File: config.mk
export PLATFORM = sky130hd
export DESIGN_NAME = avr_cpu_reg_debug_flat
export DESIGN_NICKNAME = d
export VERILOG_FILES = /design/src/rtl/avr_cpu_pkg.sv /design/src/rtl/avr_cpu_reg_debug_if.sv /design/src/rtl/avr_cpu_timeout.sv /design/src/rtl/avr_cpu_reg_debug.sv /design/src/flat_wrapper.sv
export SDC_FILE = /design/constraint.sdc
export NUM_CORES = 1
export LEC_CHECK = 0
export CAP_MARGIN = 20
export CELL_PAD_IN_SITES_DETAIL_PLACEMENT = 1
export CELL_PAD_IN_SITES_GLOBAL_PLACEMENT = 2
export CORE_ASPECT_RATIO = 1.1
export CORE_MARGIN = 4
export CORE_UTILIZATION = 24
export CTS_CLUSTER_DIAMETER = 200
export CTS_CLUSTER_SIZE = 30
export DETAILED_ROUTE_END_ITERATION = 10
export PLACE_DENSITY_LB_ADDON = 0.1
export SLEW_MARGIN = 15
export SYNTH_ARGS = -nofsm -noshare
export SYNTH_HDL_FRONTEND = slang
export SYNTH_HIERARCHICAL = 1
export SYNTH_SLANG_ARGS = --single-unit
File: constraint.sdc
create_clock -name clk -period 2.1 [get_ports clk]
set_input_delay 0.315 -clock clk [delete_from_list [all_inputs] [get_ports clk]]
set_output_delay 0.315 -clock clk [all_outputs]
set_load 0.005 [all_outputs]
File: src/rtl/avr_cpu_pkg.sv
// Shared AVR core definitions: register-file geometry, debug op codes and
// the debug-port state encoding.
package avr_cpu_pkg;

    localparam int unsigned NUM_REGS  = 32;
    localparam int unsigned REG_IDX_W = $clog2(NUM_REGS);

    localparam logic OP_DUMP = 1'b0;
    localparam logic OP_LOAD = 1'b1;

    typedef logic [REG_IDX_W-1:0] reg_idx_t;

    typedef enum logic [2:0] {
        ST_IDLE      = 3'd0,
        ST_HALT_WAIT = 3'd1,
        ST_DUMP      = 3'd2,
        ST_LOAD      = 3'd3,
        ST_RELEASE   = 3'd4
    } dbg_state_e;

endpackage

File: src/rtl/avr_cpu_reg_debug_if.sv
// Bundle of command, core-halt, register-file and byte-stream signals of the
// register debug port.
interface avr_cpu_reg_debug_if;
    import avr_cpu_pkg::*;

    logic       cmd_valid;
    logic       cmd_ready;
    logic       cmd_op;
    reg_idx_t   cmd_first;
    reg_idx_t   cmd_count;
    logic       cpu_halt;
    logic       cpu_halted;
    reg_idx_t   rf_addr;
    logic [7:0] rf_rdata;
    logic [7:0] rf_wdata;
    logic       rf_write;
    logic       dout_valid;
    logic       dout_ready;
    logic [7:0] dout_data;
    logic       din_valid;
    logic       din_ready;
    logic [7:0] din_data;
    logic       busy;
    logic       done;
    logic       error;

    modport slave (
        input  cmd_valid, cmd_op, cmd_first, cmd_count, cpu_halted, rf_rdata,
               dout_ready, din_valid, din_data,
        output cmd_ready, cpu_halt, rf_addr, rf_wdata, rf_write, dout_valid,
               dout_data, din_ready, busy, done, error
    );

    modport master (
        output cmd_valid, cmd_op, cmd_first, cmd_count, cpu_halted, rf_rdata,
               dout_ready, din_valid, din_data,
        input  cmd_ready, cpu_halt, rf_addr, rf_wdata, rf_write, dout_valid,
               dout_data, din_ready, busy, done, error
    );

endinterface

File: src/rtl/avr_cpu_timeout.sv
// Cycle counter for the halt handshake; expired rises on the LIMIT-th
// consecutive cycle with clear low.
module avr_cpu_timeout #(
    parameter int unsigned LIMIT = 255
) (
    input  logic clk,
    input  logic rst_n,
    input  logic clear,
    output logic expired
);
    localparam int unsigned CNT_W = (LIMIT > 1) ? $clog2(LIMIT) : 1;

    logic [CNT_W-1:0] cnt_q, cnt_d;

    assign expired = (cnt_q == CNT_W'(LIMIT - 1));

    always_comb begin
        cnt_d = cnt_q;
        if (clear) begin
            cnt_d = '0;
        end else if (!expired) begin
            cnt_d = cnt_q + CNT_W'(1);
        end
    end

    always_ff @(posedge clk) begin
        if (!rst_n) begin
            cnt_q <= '0;
        end else begin
            cnt_q <= cnt_d;
        end
    end

endmodule

File: src/rtl/avr_cpu_reg_debug.sv
// Register debug port: halts the AVR core, then streams a wrapping window of
// the register file out (dump) or in (load), one byte per cycle.
module avr_cpu_reg_debug
    import avr_cpu_pkg::*;
#(
    parameter int unsigned HALT_TIMEOUT = 255
) (
    input  logic               clk,
    input  logic               rst_n,
    avr_cpu_reg_debug_if.slave bus
);
    dbg_state_e state_q, state_d;
    logic       op_q, op_d;
    reg_idx_t   addr_q, addr_d;
    reg_idx_t   remaining_q, remaining_d;
    logic       err_q, err_d;
    logic       not_halt_wait;
    logic       halt_expired;
    logic       xfer;

    assign not_halt_wait = (state_q != ST_HALT_WAIT);

    avr_cpu_timeout #(.LIMIT(HALT_TIMEOUT)) u_timeout (
        .clk     (clk),
        .rst_n   (rst_n),
        .clear   (not_halt_wait),
        .expired (halt_expired)
    );

    // Strobes are qualified by rst_n so a reset cycle aborts without a final write or done.
    assign bus.cmd_ready  = (state_q == ST_IDLE);
    assign bus.busy       = (state_q != ST_IDLE);
    assign bus.cpu_halt   = (state_q == ST_HALT_WAIT) || (state_q == ST_DUMP) ||
                            (state_q == ST_LOAD);
    assign bus.dout_valid = rst_n && (state_q == ST_DUMP);
    assign bus.dout_data  = bus.dout_valid ? bus.rf_rdata : '0;
    assign bus.din_ready  = rst_n && (state_q == ST_LOAD);
    assign bus.rf_write   = bus.din_ready && bus.din_valid;
    assign bus.rf_wdata   = bus.rf_write ? bus.din_data : '0;
    assign bus.rf_addr    = addr_q;
    assign bus.done       = rst_n && (state_q == ST_RELEASE);
    assign bus.error      = bus.done && err_q;

    assign xfer = (bus.dout_valid && bus.dout_ready) || bus.rf_write;

    always_comb begin
        state_d     = state_q;
        op_d        = op_q;
        addr_d      = addr_q;
        remaining_d = remaining_q;
        err_d       = err_q;
        unique case (state_q)
            ST_IDLE: begin
                if (bus.cmd_valid) begin
                    op_d        = bus.cmd_op;
                    addr_d      = bus.cmd_first;
                    remaining_d = bus.cmd_count;
                    err_d       = 1'b0;
                    state_d     = ST_HALT_WAIT;
                end
            end
            ST_HALT_WAIT: begin
                if (bus.cpu_halted) begin
                    state_d = (op_q == OP_LOAD) ? ST_LOAD : ST_DUMP;
                end else if (halt_expired) begin
                    err_d   = 1'b1;
                    state_d = ST_RELEASE;
                end
            end
            ST_DUMP, ST_LOAD: begin
                if (xfer) begin
                    if (remaining_q == '0) begin
                        state_d = ST_RELEASE;
                    end else begin
                        addr_d      = addr_q + reg_idx_t'(1);
                        remaining_d = remaining_q - reg_idx_t'(1);
                    end
                end
            end
            ST_RELEASE: begin
                err_d   = 1'b0;
                state_d = ST_IDLE;
            end
            default: state_d = ST_IDLE;
        endcase
    end

    always_ff @(posedge clk) begin
        if (!rst_n) begin
            state_q     <= ST_IDLE;
            op_q        <= OP_DUMP;
            addr_q      <= '0;
            remaining_q <= '0;
            err_q       <= 1'b0;
        end else begin
            state_q     <= state_d;
            op_q        <= op_d;
            addr_q      <= addr_d;
            remaining_q <= remaining_d;
            err_q       <= err_d;
        end
    end

endmodule

File: src/flat_wrapper.sv
// flat-port wrapper written by rule: the top's interface ports become plain ports
module avr_cpu_reg_debug_flat import avr_cpu_pkg::*;
#(
    parameter int unsigned HALT_TIMEOUT = 255
)
  (clk, rst_n, bus_cmd_valid, bus_cmd_op, bus_cmd_first, bus_cmd_count, bus_cpu_halted, bus_rf_rdata, bus_dout_ready, bus_din_valid, bus_din_data, bus_cmd_ready, bus_cpu_halt, bus_rf_addr, bus_rf_wdata, bus_rf_write, bus_dout_valid, bus_dout_data, bus_din_ready, bus_busy, bus_done, bus_error);
  avr_cpu_reg_debug_if bus_i ();
  input  logic clk;
  input  logic rst_n;
  input wire logic [$bits(bus_i.cmd_valid)-1:0] bus_cmd_valid;
  input wire logic [$bits(bus_i.cmd_op)-1:0] bus_cmd_op;
  input wire logic [$bits(bus_i.cmd_first)-1:0] bus_cmd_first;
  input wire logic [$bits(bus_i.cmd_count)-1:0] bus_cmd_count;
  input wire logic [$bits(bus_i.cpu_halted)-1:0] bus_cpu_halted;
  input wire logic [$bits(bus_i.rf_rdata)-1:0] bus_rf_rdata;
  input wire logic [$bits(bus_i.dout_ready)-1:0] bus_dout_ready;
  input wire logic [$bits(bus_i.din_valid)-1:0] bus_din_valid;
  input wire logic [$bits(bus_i.din_data)-1:0] bus_din_data;
  output wire logic [$bits(bus_i.cmd_ready)-1:0] bus_cmd_ready;
  output wire logic [$bits(bus_i.cpu_halt)-1:0] bus_cpu_halt;
  output wire logic [$bits(bus_i.rf_addr)-1:0] bus_rf_addr;
  output wire logic [$bits(bus_i.rf_wdata)-1:0] bus_rf_wdata;
  output wire logic [$bits(bus_i.rf_write)-1:0] bus_rf_write;
  output wire logic [$bits(bus_i.dout_valid)-1:0] bus_dout_valid;
  output wire logic [$bits(bus_i.dout_data)-1:0] bus_dout_data;
  output wire logic [$bits(bus_i.din_ready)-1:0] bus_din_ready;
  output wire logic [$bits(bus_i.busy)-1:0] bus_busy;
  output wire logic [$bits(bus_i.done)-1:0] bus_done;
  output wire logic [$bits(bus_i.error)-1:0] bus_error;
  assign bus_i.cmd_valid = bus_cmd_valid;
  assign bus_i.cmd_op = bus_cmd_op;
  assign bus_i.cmd_first = bus_cmd_first;
  assign bus_i.cmd_count = bus_cmd_count;
  assign bus_i.cpu_halted = bus_cpu_halted;
  assign bus_i.rf_rdata = bus_rf_rdata;
  assign bus_i.dout_ready = bus_dout_ready;
  assign bus_i.din_valid = bus_din_valid;
  assign bus_i.din_data = bus_din_data;
  assign bus_cmd_ready = bus_i.cmd_ready;
  assign bus_cpu_halt = bus_i.cpu_halt;
  assign bus_rf_addr = bus_i.rf_addr;
  assign bus_rf_wdata = bus_i.rf_wdata;
  assign bus_rf_write = bus_i.rf_write;
  assign bus_dout_valid = bus_i.dout_valid;
  assign bus_dout_data = bus_i.dout_data;
  assign bus_din_ready = bus_i.din_ready;
  assign bus_busy = bus_i.busy;
  assign bus_done = bus_i.done;
  assign bus_error = bus_i.error;
  avr_cpu_reg_debug #(.HALT_TIMEOUT(HALT_TIMEOUT)) u_core (.clk(clk), .rst_n(rst_n), .bus(bus_i));
endmodule
-- Word level (Yosys, flattened, before mapping)
Cells that the tools add are included.
- register bits: 23
- logic and storage cells: 64
- add/subtract/negate cells: 3
- eq/ne operators: 13
- muxes and demuxes: 21
- bitwise operators: 1
- reductions and logical operators: 20
- operators with widths (kind ; number):
    $mux 5 ; 6
    $pmux 5 s2 ; 2
    $mux 8 ; 2
    $mux 3 ; 5
    $reduce_and 4->1 ; 3
    $pmux 3 s3 ; 1
    $add 8x1->8 const B ; 1
    $eq 8x8->1 const B ; 1
    $eq 3x2->1 const B ; 2
    $logic_and 1x1->1 ; 6
    $ne 2x1->1 const B ; 3
    $ne 2x2->1 const B ; 3
    $reduce_bool 3->1 ; 2
    $add 5x1->5 const B ; 1
    $logic_not 5->1 ; 1
    $sub 5x1->5 const B ; 1
    $mux 1 ; 4
    $reduce_or 2->1 ; 2
    $eq 3x1->1 const B ; 1
    $eq 3x3->1 const B ; 1
    $logic_not 3->1 ; 1
    $logic_or 1x1->1 ; 3
    $ne 3x1->1 const B ; 1
    $ne 3x2->1 const B ; 1
    4 further kinds ; 4

-- Depth between registers and ports, before layout
- word-level depth: 6
- gate-level depth with buffers: 7

-- Modules after synthesis
Netlist, hierarchy kept.
- by module, submodules not included (module ; times used ; cells an instance ; area an instance (um^2)):
    avr_cpu_reg_debug ; 1 ; 147 ; 1163.6
    avr_cpu_timeout ; 1 ; 46 ; 420.4

-- Worst setup path before layout
OpenSTA, ideal clock, no wires.
- path kind: reg2reg
- start point: register u_core.remaining_q[1]
- end point: register u_core.remaining_q[3]
- library setup time: 127 ps
- data arrival time: 1605 ps
- data required time: 1973 ps
- slack: 368 ps
- cell stages (with the launch flop): 7
- period minus slack after synthesis: 1732 ps
- cells stage by stage: dfxtp_1 > inv_1 > ha_1 > or4b_4 > o2111ai_1 > nor4_1 > or3_1
- longest elaborated chain between the ends: 4
- elaborated cells on any way between the ends: 7
- classes of those cells: add/sub (1); eq/ne (1); mux (3); reduce/logical (2)
- RTL lines (element ; line ; source):
    start, declared ; avr_cpu_reg_debug.sv:15 ; reg_idx_t remaining_q, remaining_d;
    start signal, assigned ; avr_cpu_reg_debug.sv:99 ; remaining_q <= remaining_d;
    $sub 5x1->5 ; avr_cpu_reg_debug.sv:76 ; remaining_d = remaining_q - reg_idx_t'(1);
    $mux 5 ; avr_cpu_reg_debug.sv:72 ; if (remaining_q == '0) begin
    $mux 5 ; avr_cpu_reg_debug.sv:71 ; if (xfer) begin
    $pmux 5 s2 ; avr_cpu_reg_debug.sv:52 ; unique case (state_q)
Several ways; a longest one is shown, not always the timed one. The select of a mux whose other input is x is not followed.
A chain may end at the register's enable or synchronous reset.

-- Final worst setup path
- start point: register u_core.state_q[2]
- end point: output bus_rf_write
- longest elaborated chain between the ends: 3
- RTL lines (element ; line ; source):
    start, declared ; avr_cpu_reg_debug.sv:12 ; dbg_state_e state_q, state_d;
    start signal, assigned ; avr_cpu_reg_debug.sv:96 ; state_q <= state_d;
    $eq 3x2->1 ; avr_cpu_reg_debug.sv:37 ; assign bus.din_ready = rst_n && (state_q == ST_LOAD);
    $logic_and 1x1->1 ; avr_cpu_reg_debug.sv:37 ;
    $logic_and 1x1->1 ; avr_cpu_reg_debug.sv:38 ; assign bus.rf_write = bus.din_ready && bus.din_valid;
    end, declared ; flat_wrapper.sv:23 ; output wire logic [$bits(bus_i.rf_write)-1:0] bus_rf_write;
Every way passes these cells.

==> metrics.md <==
| Metric | Value |
|---|---|
| H-Tree Depth | `1` |
| PwrDens | `734 mW/mm2` |
| Post-Syn Instances | `193` |
| Pre-CTS setup slack | `-0.226 ns` |
| DR WL met3 | `226 um` |
| Die area | `0.00797 mm2` |
| Combinational Power Share | `0.529` |
| Crit Path Class | `flop to primary output` |
| Routability cong. | `0.715` |
| DRC Markers | `0` |
| Max FO, Critical Path | `4` |
| Hold crit path type | `flop to flop` |
| Register share of total power | `0.318` |
| Die Span Y | `approximately 93 um` |
| Synthesized Nets | `230` |
| WL/cell | `15.3 um` |
| Worst setup path start | `u_core/state_q[2]` |
| CTS root buf | `clkbuf_8` |
| Avg Cell Area, Syn | `8.21 um2` |
| Critical Path Sink Type | `primary output` |
| Setup ws final | `0.0896 ns` |
| Area contributors post-synth | `dfxtp_1 29%, a21oi_1 4.7%, and2_1 4.3%` |
| Hold Path Sink | `u_core/op_q` |
| Vias in the first global route | `~1700` |
| Final Critical Period | `2.01 ns` |
| Max stage delay on crit path | `0.51 ns` |
| Yosys warns | `6` |
| Area leader, netlist | `dfxtp_1` |
| Fin crit share | `0.957` |
| Die width | `between 80 and 90 um` |
| Cells along the critical path | `nand2b_4 -> nor3_4 -> buf_6 -> and2_1 -> clkdlybuf4s50_1` |
| Clock share of power | `0.154` |
| Top cell type's share of synthesized area | `0.291` |
| Maxcap violations | `0` |
| Slew HR | `0.661` |
| Final count of hold timing violations | `0` |
| Layout area overhead | `59.7%` |
| Skew final | `0.00647 ns` |
| Startpoint Class | `flop` |
| #FFs+latches synth | `23` |
| Total Power | `1.86 mW` |
| 1st-iter DRT viols | `50` |
| # rows | `30` |
| Final setup violation count | `0` |
| Sw Share | `0.385` |
| NetSw | `714 uW` |
| CORE AREA | `0.00631 mm2` |
| Min-Delay Path Depth | `2` |
| EDFF count, synth | `0` |
| Power Internal | `1.14 mW` |
| Crit-path leading delay family | `buffers and inverters` |
| Final WL | `5350 um` |
| Hold Buf Count CTS | `0` |
| Final Instance Area | `0.00253 mm2` |
| Worst VDD drop | `0.425 mV` |
| CTS sink count | `23` |
| Placed cell area | `between 0.002 and 0.0025 mm2` |
| Post-DRT Antenna Nets | `0` |
| Reg clk slew, reported paths | `around 0.09 ns` |
| Routed vias/inst | `4.91` |
| Status | `finished clean` |
| Highest metal used | `met4` |
| N_diodes | `0` |
| TritonCTS buffer count | `3` |
| Worst path slowest cell | `clkdlybuf4s50_1` |
| M1 WL | `2470 um` |
| Largest net degree at the start of global routing | `24` |
| Req. time, crit path | `1.78 ns` |
| Initial antenna violation count | `0` |
| Final Max Tran Viols | `0` |
| Total track usage | `0.134` |
| Number of port buffers | `slightly above 60` |
| Grt ovf | `0` |
| Synth Cell Area | `0.00158 mm2` |
| WP data arrival | `1.70 ns` |
| Lkg Pwr | `1.22 nW` |
| Sequential area share after synthesis | `0.291` |
| Ports | `62` |
| Vias | `1718` |
| Worst-Margin Slew | `about 0.50 ns` |
| First-pass GRT wire length | `between 8000 and 9000 um` |
| Reg-to-Reg Start | `u_core/remaining_q[1]` |
| Deepest clock path buffer count | `2` |
| Fmax | `roughly 0.50 GHz` |
| Worst R2R End | `u_core/remaining_q[3]` |
| Met2 routed WL | `2640 um` |
| Router iterations before antenna repair | `4` |
| R2R Setup Slk | `0.21 ns` |
| Clock Latency Late Sink | `0.27 ns` |
| WP buf/inv | `2` |
| Post-synth ARST share | `0` |
| Netlist cell types | `54` |
| Nets | `308` |
| CTS tree | `done` |
| Hold_sp | `u_core/op_q` |
| Layout cells sized above 1 | `0.189` |
| Most used DFF post-synth | `dfxtp_1` |
| Initial Utilization | `0.251` |
| RSZ-0062 raised after global routing | `no` |
| Post-DP HPWL | `4110 um` |
| Cell count of the worst reg-to-reg path | `6` |
synth_stat cells, drive strengths merged (2+ instances only):
| master | count |
|---|---|
| a2111oi | 3 |
| a211oi | 5 |
| a21oi | 16 |
| a22oi | 2 |
| a31oi | 4 |
| and2 | 12 |
| and3 | 11 |
| buf | 9 |
| clkbuf | 3 |
| dfxtp | 23 |
| ha | 4 |
| inv | 9 |
| mux2i | 3 |
| nand2 | 15 |
| nand2b | 4 |
| nand3 | 6 |
| nand4 | 3 |
| nor2 | 13 |
| nor3 | 9 |
| nor3b | 2 |
| nor4b | 3 |
| o211ai | 4 |
| o21ai | 6 |
| o31ai | 4 |
| o32ai | 2 |
| or4b | 2 |
| xnor2 | 2 |
timing repair:
| action | 4_1_cts | 5_1_grt |
|---|---|---|
| pin swaps | 2 | 1 |
| setup buffers | 4 | 2 |
| endpoints found under the setup margin | 21 | 15 |
| gates resized for setup | 16 | 16 |
| gates cloned | 1 | 0 |
worst min-delay path, stage by stage (launching register included):
cell and delay, ns:
dfxtp_1 0.33, nand2_1 0.06, a21oi_1 0.05
placed cells by master, fill, tap and decap left out, types with 2 or more instances in the layout:
cell type        instances
clkdlybuf4s50_1         44
buf_4                   22
dfxtp_1                 20
a21oi_1                 15
nand2_1                 14
dlymetal6s2s_1          13
nor2_1                  13
and2_1                  11
and3_1                  10
inv_1                    7
nand3_1                  6
nor3_1                   6
dlygate4sd2_1            4
o21ai_0                  4
o31ai_1                  4
a31oi_1                  4
o211ai_1                 4
ha_1                     4
clkbuf_8                 3
nand2b_1                 3
mux2i_1                  3
nand4_1                  3
a211oi_1                 3
dfxtp_4                  3
buf_6                    2
inv_2                    2
nor3_2                   2
nor4b_4                  2
or4b_4                   2
nor3b_1                  2
a2111oi_2                2
a211oi_2                 2
a22oi_1                  2
o32ai_1                  2
xnor2_1                  2
routing by layer:
layer | up-vias | track usage
met3 | 2 | 0.0273
li1 | 867 | -
met4 | 0 | 0.0237
met5 | - | 0
met1 | 815 | 0.170
met2 | 34 | 0.235
registers in the layout, summed over array words and instances (netlist names):
register and flops:
u_core/bus.rf_addr 5, u_core/state_q 3, u_core/remaining_q 5, u_core/op_q 1, u_core/err_q 1, u_core/u_timeout/cnt_q 8
worst max path at each step:
stage	endpoint	depth (start not counted)
after CTS	bus_rf_wdata[3]	5
after global placement	bus_error	5
after floorplan	u_core/remaining_q[3]	6
after detailed placement	bus_error	5
after global routing	bus_rf_write	5
final	bus_rf_write	5
power by group through the flow:
| stage | logic, mW | clock network (mW) | registers (mW) |
|---|---|---|---|
| 2_1_floorplan | 0.558 | 0 | 0.578 |
| 3_3_place_gp | 0.937 | 0 | 0.606 |
| 3_5_place_dp | 0.940 | 0 | 0.606 |
| 4_1_cts | 0.995 | 0.300 | 0.587 |
| 5_1_grt | 1.09 | 0.324 | 0.603 |
| 6_report | 0.981 | 0.285 | 0.590 |
cell families after synthesis:
kind of cell / synth area share
xor gates and xnor gates: 0.0166
and+or+nand+nor: 0.323
buffers and inverters: 0.0624
muxes: 0.0284
AOI/OAI and AO/OA: 0.247
adders and majority gates: 0.0316
DFF: 0.291
through the flow:
| stage | hold WS (ns) | cells | utilization | setup TNS (ns) |
|---|---|---|---|---|
| after floorplan | 0.437 | 193 | - | 0 |
| after global placement | 0.459 | 339 | 0.374 | -1.62 |
| after detailed placement | 0.470 | 339 | 0.374 | -1.82 |
| after CTS | 0.484 | 348 | 0.392 | 0 |
| after global routing | 0.520 | 350 | 0.401 | 0 |
| final | 0.477 | 350 | 0.401 | 0 |
final cells by class:
type	instances	area, um2
clock buffer	4	45.0
inverter	9	33.8
timing repair buffer	85	826
fill	758	3780
tap	80	100
sequential	23	472
multi-input combinational	149	1050
(Power assumes the default switching activity.)
